==> src/rtl/mac_acc_4b.sv <==
// Multiply-accumulate tail: sums signed 4-bit product terms onto a bias with
// saturation, then holds the result behind a valid/ready handshake.
module mac_acc_4b #(
  parameter int unsigned ACC_W = 8,
  parameter int unsigned CNT_W = 8,
  parameter int unsigned RELU  = 0
) (
  input  logic             clk,
  input  logic             rst_n,
  input  logic             in_valid,
  output logic             in_ready,
  input  logic [3:0]       prod,
  input  logic             in_last,
  input  logic [ACC_W-1:0] bias,
  output logic             out_valid,
  input  logic             out_ready,
  output logic [ACC_W-1:0] out_data,
  output logic [CNT_W-1:0] out_cnt,
  output logic             out_sat
);

  typedef enum logic [0:0] {StAcc, StDone} state_e;

  localparam logic [ACC_W-1:0] AccMax = {1'b0, {(ACC_W-1){1'b1}}};
  localparam logic [ACC_W-1:0] AccMin = {1'b1, {(ACC_W-1){1'b0}}};

  state_e           state_q;
  logic [ACC_W-1:0] acc_q;
  logic [CNT_W-1:0] cnt_q;
  logic             first_q;
  logic             sat_q;
  logic             ready_q;
  logic             valid_q;

  logic             accept;
  logic [ACC_W:0]   base;
  logic [ACC_W:0]   sum;
  logic             ovf;
  logic [ACC_W-1:0] acc_d;
  logic [CNT_W-1:0] cnt_d;

  // ready_q is registered so it stays low on the first edge after reset release
  assign accept = in_valid & ready_q;

  always_comb begin
    base  = first_q ? {bias[ACC_W-1], bias} : {acc_q[ACC_W-1], acc_q};
    sum   = base + {{(ACC_W-3){prod[3]}}, prod};
    // Overflow of the ACC_W-bit range shows up as disagreeing top two bits
    ovf   = sum[ACC_W] ^ sum[ACC_W-1];
    acc_d = ovf ? (sum[ACC_W] ? AccMin : AccMax) : sum[ACC_W-1:0];
    if (first_q) begin
      cnt_d = CNT_W'(1);
    end else if (&cnt_q) begin
      cnt_d = cnt_q;
    end else begin
      cnt_d = cnt_q + CNT_W'(1);
    end
  end

  always_ff @(posedge clk or negedge rst_n) begin
    if (!rst_n) begin
      state_q <= StAcc;
      acc_q   <= '0;
      cnt_q   <= '0;
      first_q <= 1'b1;
      sat_q   <= 1'b0;
      ready_q <= 1'b0;
      valid_q <= 1'b0;
    end else begin
      unique case (state_q)
        StAcc: begin
          ready_q <= 1'b1;
          if (accept) begin
            acc_q   <= acc_d;
            cnt_q   <= cnt_d;
            sat_q   <= first_q ? ovf : (sat_q | ovf);
            first_q <= 1'b0;
            if (in_last) begin
              state_q <= StDone;
              ready_q <= 1'b0;
              valid_q <= 1'b1;
            end
          end
        end
        StDone: begin
          if (out_ready) begin
            state_q <= StAcc;
            ready_q <= 1'b1;
            valid_q <= 1'b0;
            first_q <= 1'b1;
          end
        end
      endcase
    end
  end

  assign in_ready  = ready_q;
  assign out_valid = valid_q;
  assign out_cnt   = cnt_q;
  assign out_sat   = sat_q;
  assign out_data  = ((RELU != 0) && acc_q[ACC_W-1]) ? '0 : acc_q;

endmodule

==> config.mk <==
export PLATFORM = sky130hd
export DESIGN_NAME = mac_acc_4b
export DESIGN_NICKNAME = d
export VERILOG_FILES = /design/src/rtl/mac_acc_4b.sv
export SDC_FILE = /design/constraint.sdc
export NUM_CORES = 1
export LEC_CHECK = 0
export CAP_MARGIN = 40
export CORE_ASPECT_RATIO = 0.9
export CORE_MARGIN = 10
export CORE_UTILIZATION = 30
export CTS_CLUSTER_DIAMETER = 80
export CTS_CLUSTER_SIZE = 25
export DETAILED_ROUTE_END_ITERATION = 6
export GPL_TIMING_DRIVEN = 0
export SYNTH_ARGS = -nofsm -noshare
export SYNTH_HDL_FRONTEND = slang
export SYNTH_SLANG_ARGS = --single-unit
==> constraint.sdc <==
create_clock -name clk -period 3.9 [get_ports clk]
set_input_delay 0.39 -clock clk [delete_from_list [all_inputs] [get_ports clk]]
set_output_delay 0.39 -clock clk [all_outputs]
set_load 0.01 [all_outputs]
== Word level (Yosys, flattened, before mapping) ==
Index checks and enable logic that the tools add are counted.

* $lt $le $gt $ge: 0
* Equal/unequal tests: 4
* Multipliers: 0
* Reduce and logical (&&, ||, !) cells: 5
* Mux-type cells: 20
* Shifts and indexed selects: 0
* Bitwise logic cells: 4
* $add $sub $neg: 2
* Div/mod/pow operators: 0

{| class="wikitable"
|+ Operators with widths
! kind !! count
|-
| 8-bit two-way mux || 4
|-
| 1-bit two-way mux || 11
|-
| 9-bit adder || 1
|-
| 9-bit two-way mux || 1
|-
| 8-bit by 1-bit adder with 8-bit output, second input constant || 1
|-
| 2-bit != test, second input constant || 4
|-
| 1-bit case mux with 2 select lines || 4
|-
| 8-bit AND reduction || 1
|-
| 3-bit AND reduction || 2
|-
| 2-bit AND reduction || 2
|-
| 1-bit AND || 1
|-
| 1-bit NOT || 1
|-
| 1-bit OR || 1
|-
| 1-bit XOR || 1
|}

* Bits in read-only memories: 0
* Output and inout port bits: 19
* Bits in writable memories: 0
* Bits in latches: 0
* Word-level logic and storage cells: 42
* Memories kept: 0
* Bits in registers: 21

== Logic depth before layout (Yosys ltp) ==
* Depth in word-level cells: 5
* Gate-level depth with buffers: 11
* Mapped depth without buffers: 9

== Least setup slack after synthesis ==
No wires, ideal clock.

* Path kind: flip-flop to flip-flop
* Start point: reg first_q
* End point: reg acc_q[2], in the netlist out_data[2]
* Arrival: 2.664 ns
* Slack: 1.160 ns
* Required time: 3.824 ns
* Period minus slack after synthesis: 2.740 ns
* Stages on the path, launching flop included: 12
* Buffers on the path: 2
* Cells stage by stage: dfstp_2 buf_1 mux2_2 ha_1 inv_1 fa_1 nand2b_1 a211oi_2 o21a_1 clkbuf_8 o21ai_0 o21ai_1

* Longest elaborated chain between the ends: 4

{| class="wikitable"
|+ RTL lines
! item !! RTL line !! text
|-
| start, declared || 30 || <nowiki>logic first_q;</nowiki>
|-
| start signal, assigned || 65 || <nowiki>first_q <= 1'b1;</nowiki>
|-
| start signal, assigned || 77 || <nowiki>first_q <= 1'b0;</nowiki>
|-
| start signal, assigned || 90 || <nowiki>first_q <= 1'b1;</nowiki>
|-
| 9-bit two-way mux (*) || 46 || <nowiki>base = first_q ? {bias[ACC_W-1], bias} : {acc_q[ACC_W-1], acc_q};</nowiki>
|-
| 9-bit adder (*) || 47 || <nowiki>sum = base + {{(ACC_W-3){prod[3]}}, prod};</nowiki>
|-
| 8-bit two-way mux / 1-bit XOR (equally long branches) || 50, 49 ||
|-
| 8-bit two-way mux (*) || 50 || <nowiki>acc_d = ovf ? (sum[ACC_W] ? AccMin : AccMax) : sum[ACC_W-1:0];</nowiki>
|-
| end signal, assigned || 63 || <nowiki>acc_q <= '0;</nowiki>
|-
| end signal, assigned || 74 || <nowiki>acc_q <= acc_d;</nowiki>
|-
| end, declared || 28 || <nowiki>logic [ACC_W-1:0] acc_q;</nowiki>
|}

Mark *: on every way between the ends. The rest lies on a longest branch, timed or not.
A chain may end at the register's enable or synchronous reset.

== Worst setup path after layout ==
* Start point: reg first_q
* End point: reg acc_q[0], in the netlist out_data[0]

Same word-level chain as after synthesis.

==> run metrics <==
HP Class=in2async; global-route total usage across every layer=9.68%; Post-synth EDFFs=0; Final min period=3.29 ns; Max-cap violations=0; Initial Util=30.7%; footprint of the multi-input gates=865 um^2; grt total ovfl=0; final setup vio count=0; core box area=4830 um^2; Routed WL per cell=14.3 um; Tcrit/Tclk final=84.2%; CTS tree=done; CP endpoint kind=register; crit path kind=reg2reg; fmax=0.304 GHz; Final Max Slew Viols=0; Cells after DPL=266; most common cell in the netlist=dfrtp_1; CTS buffer count=3; Primary FF master, synth=dfrtp_1; Via-to-Cell Ratio=4.88; M1 GR Usage=13.4%; CP arrival=3.47 ns; post-route ant nets=0; most frequent cells after synthesis=dfrtp_1, nand2_1, a21oi_1; syn_nets=192; skew final=0.00390 ns; final wirelength=3870 um; worst stage delay on the critical path=0.57 ns; fill count=490; sequential fraction of the synthesis area=35.4%; GPL Wtd Cong=0.756; maximum number of pins on one net before global-route repair=13; delay-heaviest family, CP=buffers and inverters; Mapped Cells=165; layout cells sized above 1=10.7%; post-synth top area share=33.7%; Worst setup SP type=register; maximum VDD drop=0.222 mV; dpl ws=0.622 ns; crit path cell chain=buf_1 > mux2_2 > ha_1 > inv_1 > fa_1 > nand2b_1 > a211oi_2 > o21a_1 > clkbuf_8 > o21ai_0 > o21ai_1; r2r startpoint=first_q$_DFFE_PN1P_; post-synth design cell area=1490 um^2; I/O Pins=36; area delta synth->final=33.1%; standard-cell rows=24; root buf cell=clkbuf_8; buffers plus inverters on the worst setup path=3; outcome=finished clean; Max-slew headroom=53.9%; CP max FO=10; Worst-Margin Slew=0.691 ns; Slowest-stage cell, CP=dfstp_2; Static Leak=0.818 nW; Final Hold Fails=0; Yosys top cell by area=dfrtp_1; YS warnings=0; Die W=94.2 um; dominant cells by area after synthesis=dfrtp_1, ha_1, mux2_2; post-CTS setup buffer count=0; Setup crit start=first_q$_DFFE_PN1P_; Synth cell types=45; pwr dens=698 nW/um^2; Vias=1317; met3 Resource Use GR=2.42%; Antenna diodes=0; Synth async-reset ratio=100%; # DRC=0; setup repair after global routing missed its margin=false; cts hold-fix bufs=0; Clock transition at path regs=0.07 ns; synthesized flop and latch total=21; TNS Setup=0 ns; worst-skew pair later-pin latency=0.26 ns; dpl hpwl=3060 um; Final WS setup=0.615 ns; busiest grt layer=met2; Syn Area/Cell=9.01 um^2; grt met2 use=14.8%; H-Tree Depth=1; Finished Layout Cells=270; number of global-route vias before repair=1373; FF+latch area=527 um^2; Longest Clk Path Bufs=2; Power, Total=1.38 mW; die area=8170 um^2; Die Y-Extent=86.8 um; Num Clock Sinks=21; drt first-iter violations=96; Crit path required time=4.09 ns; antenna violations before repair=0; PortBufs=35; number of nets in the layout=233; PostCTS Resize Cnt=0; DR pass1 iterations=4; first-pass GRT wire length=6600 um
cells by family (layout without fill, tap and decap cells):
logic type | after synthesis | after routing | synth area share [%]
AOI/OAI and AO/OA | 52 | 52 | 22.6
and+or+nand+nor | 49 | 49 | 15.9
DFF | 21 | 21 | 35.4
buffers and inverters | 17 | 57 | 6.40
adders and majority gates | 10 | 10 | 8.92
xor gates and xnor gates | 8 | 8 | 4.71
muxes | 8 | 8 | 5.98
layout make-up:
class / instances / area share (%)
repair buffers: 36 / 18.5
well taps: 65 / 4.11
inverters: 10 / 1.90
multi-input cells: 127 / 43.7
clock buffers: 4 / 2.28
plain buffers: 7 / 2.91
flip-flops and latches: 21 / 26.6
stage by stage:
stage | hold slack (ns) | instance area (um^2) | util [%]
finish | 0.451 | 1980 | 40.9
global route | 0.494 | 1980 | 40.9
CTS | 0.465 | 1980 | 40.9
detailed placement | 0.503 | 1930 | 40.0
global placement | 0.463 | 1920 | 39.7
floorplan | 0.0944 | 1490 | -
flip-flops by register name, indices dropped and copies added (netlist names):
| register | count |
|---|---|
| in_ready | 1 |
| out_sat | 1 |
| state_q | 1 |
| out_cnt | 8 |
| out_valid | 1 |
| first_q | 1 |
| out_data | 8 |
cells in the final DEF, fill, tap and decap left out, types with 2 or more instances in the layout:
| cell type | synthesis | layout |
|---|---|---|
| o21ai_0 | 11 | 11 |
| nand2_1 | 16 | 16 |
| inv_1 | 10 | 10 |
| o21ai_1 | 9 | 9 |
| mux2_2 | 7 | 7 |
| a21oi_1 | 15 | 15 |
| nand2b_1 | 3 | 3 |
| clkbuf_8 | 1 | 4 |
| nand3_1 | 4 | 4 |
| nor3_1 | 5 | 5 |
| dfrtp_1 | 20 | 20 |
| o21a_1 | 2 | 2 |
| clkdlybuf4s50_1 | 0 | 35 |
| buf_6 | 2 | 2 |
| xor2_1 | 4 | 4 |
| or3_1 | 3 | 3 |
| nor2_1 | 11 | 11 |
| ha_1 | 9 | 9 |
| buf_1 | 2 | 2 |
| o211ai_1 | 2 | 2 |
| xnor2_1 | 4 | 4 |
worst reg2reg max path, delay by kind of cell, from the launching register on:
family | cells | cell delay (ns)
buffers and inverters | 3 | 0.80
adder cells (fa/ha/maj) | 2 | 0.62
AO/OA/AOI/OAI | 4 | 0.76
flip-flops | 1 | 0.57
multiplexers | 1 | 0.28
AND/OR/NAND/NOR | 1 | 0.19
per-layer routing:
metal	up-vias	routed length, um
met3	4	273
li1	669	-
met2	32	1640
met5	-	0
met4	0	28
met1	612	1920
report_power, final:
part / leakage, nW / internal [mW] / switching [mW] / total (mW)
combinational: 0.538 / 0.425 / 0.459 / 0.884
sequential: 0.257 / 0.291 / 0.0674 / 0.358
clock: 0.0228 / 0.0727 / 0.0657 / 0.138
total: 0.818 / 0.789 / 0.592 / 1.38
final timing paths:
| kind | cells after the start | end | slack [ns] |
|---|---|---|---|
| hold / removal | 1 | out_cnt[0]$_DFFE_PN0P_ | 0.45 |
| hold reg to reg | 2 | out_valid$_DFFE_PN0P_ | 0.51 |
| max in group asynchronous | 2 | first_q$_DFFE_PN1P_ | 2.92 |
| min in group clk | 2 | out_valid$_DFFE_PN0P_ | 0.51 |
| setup / recovery | 11 | out_data[0]$_DFFE_PN0P_ | 0.61 |
| setup reg to reg | 11 | out_data[0]$_DFFE_PN0P_ | 0.61 |
(Power assumes the default switching activity.)
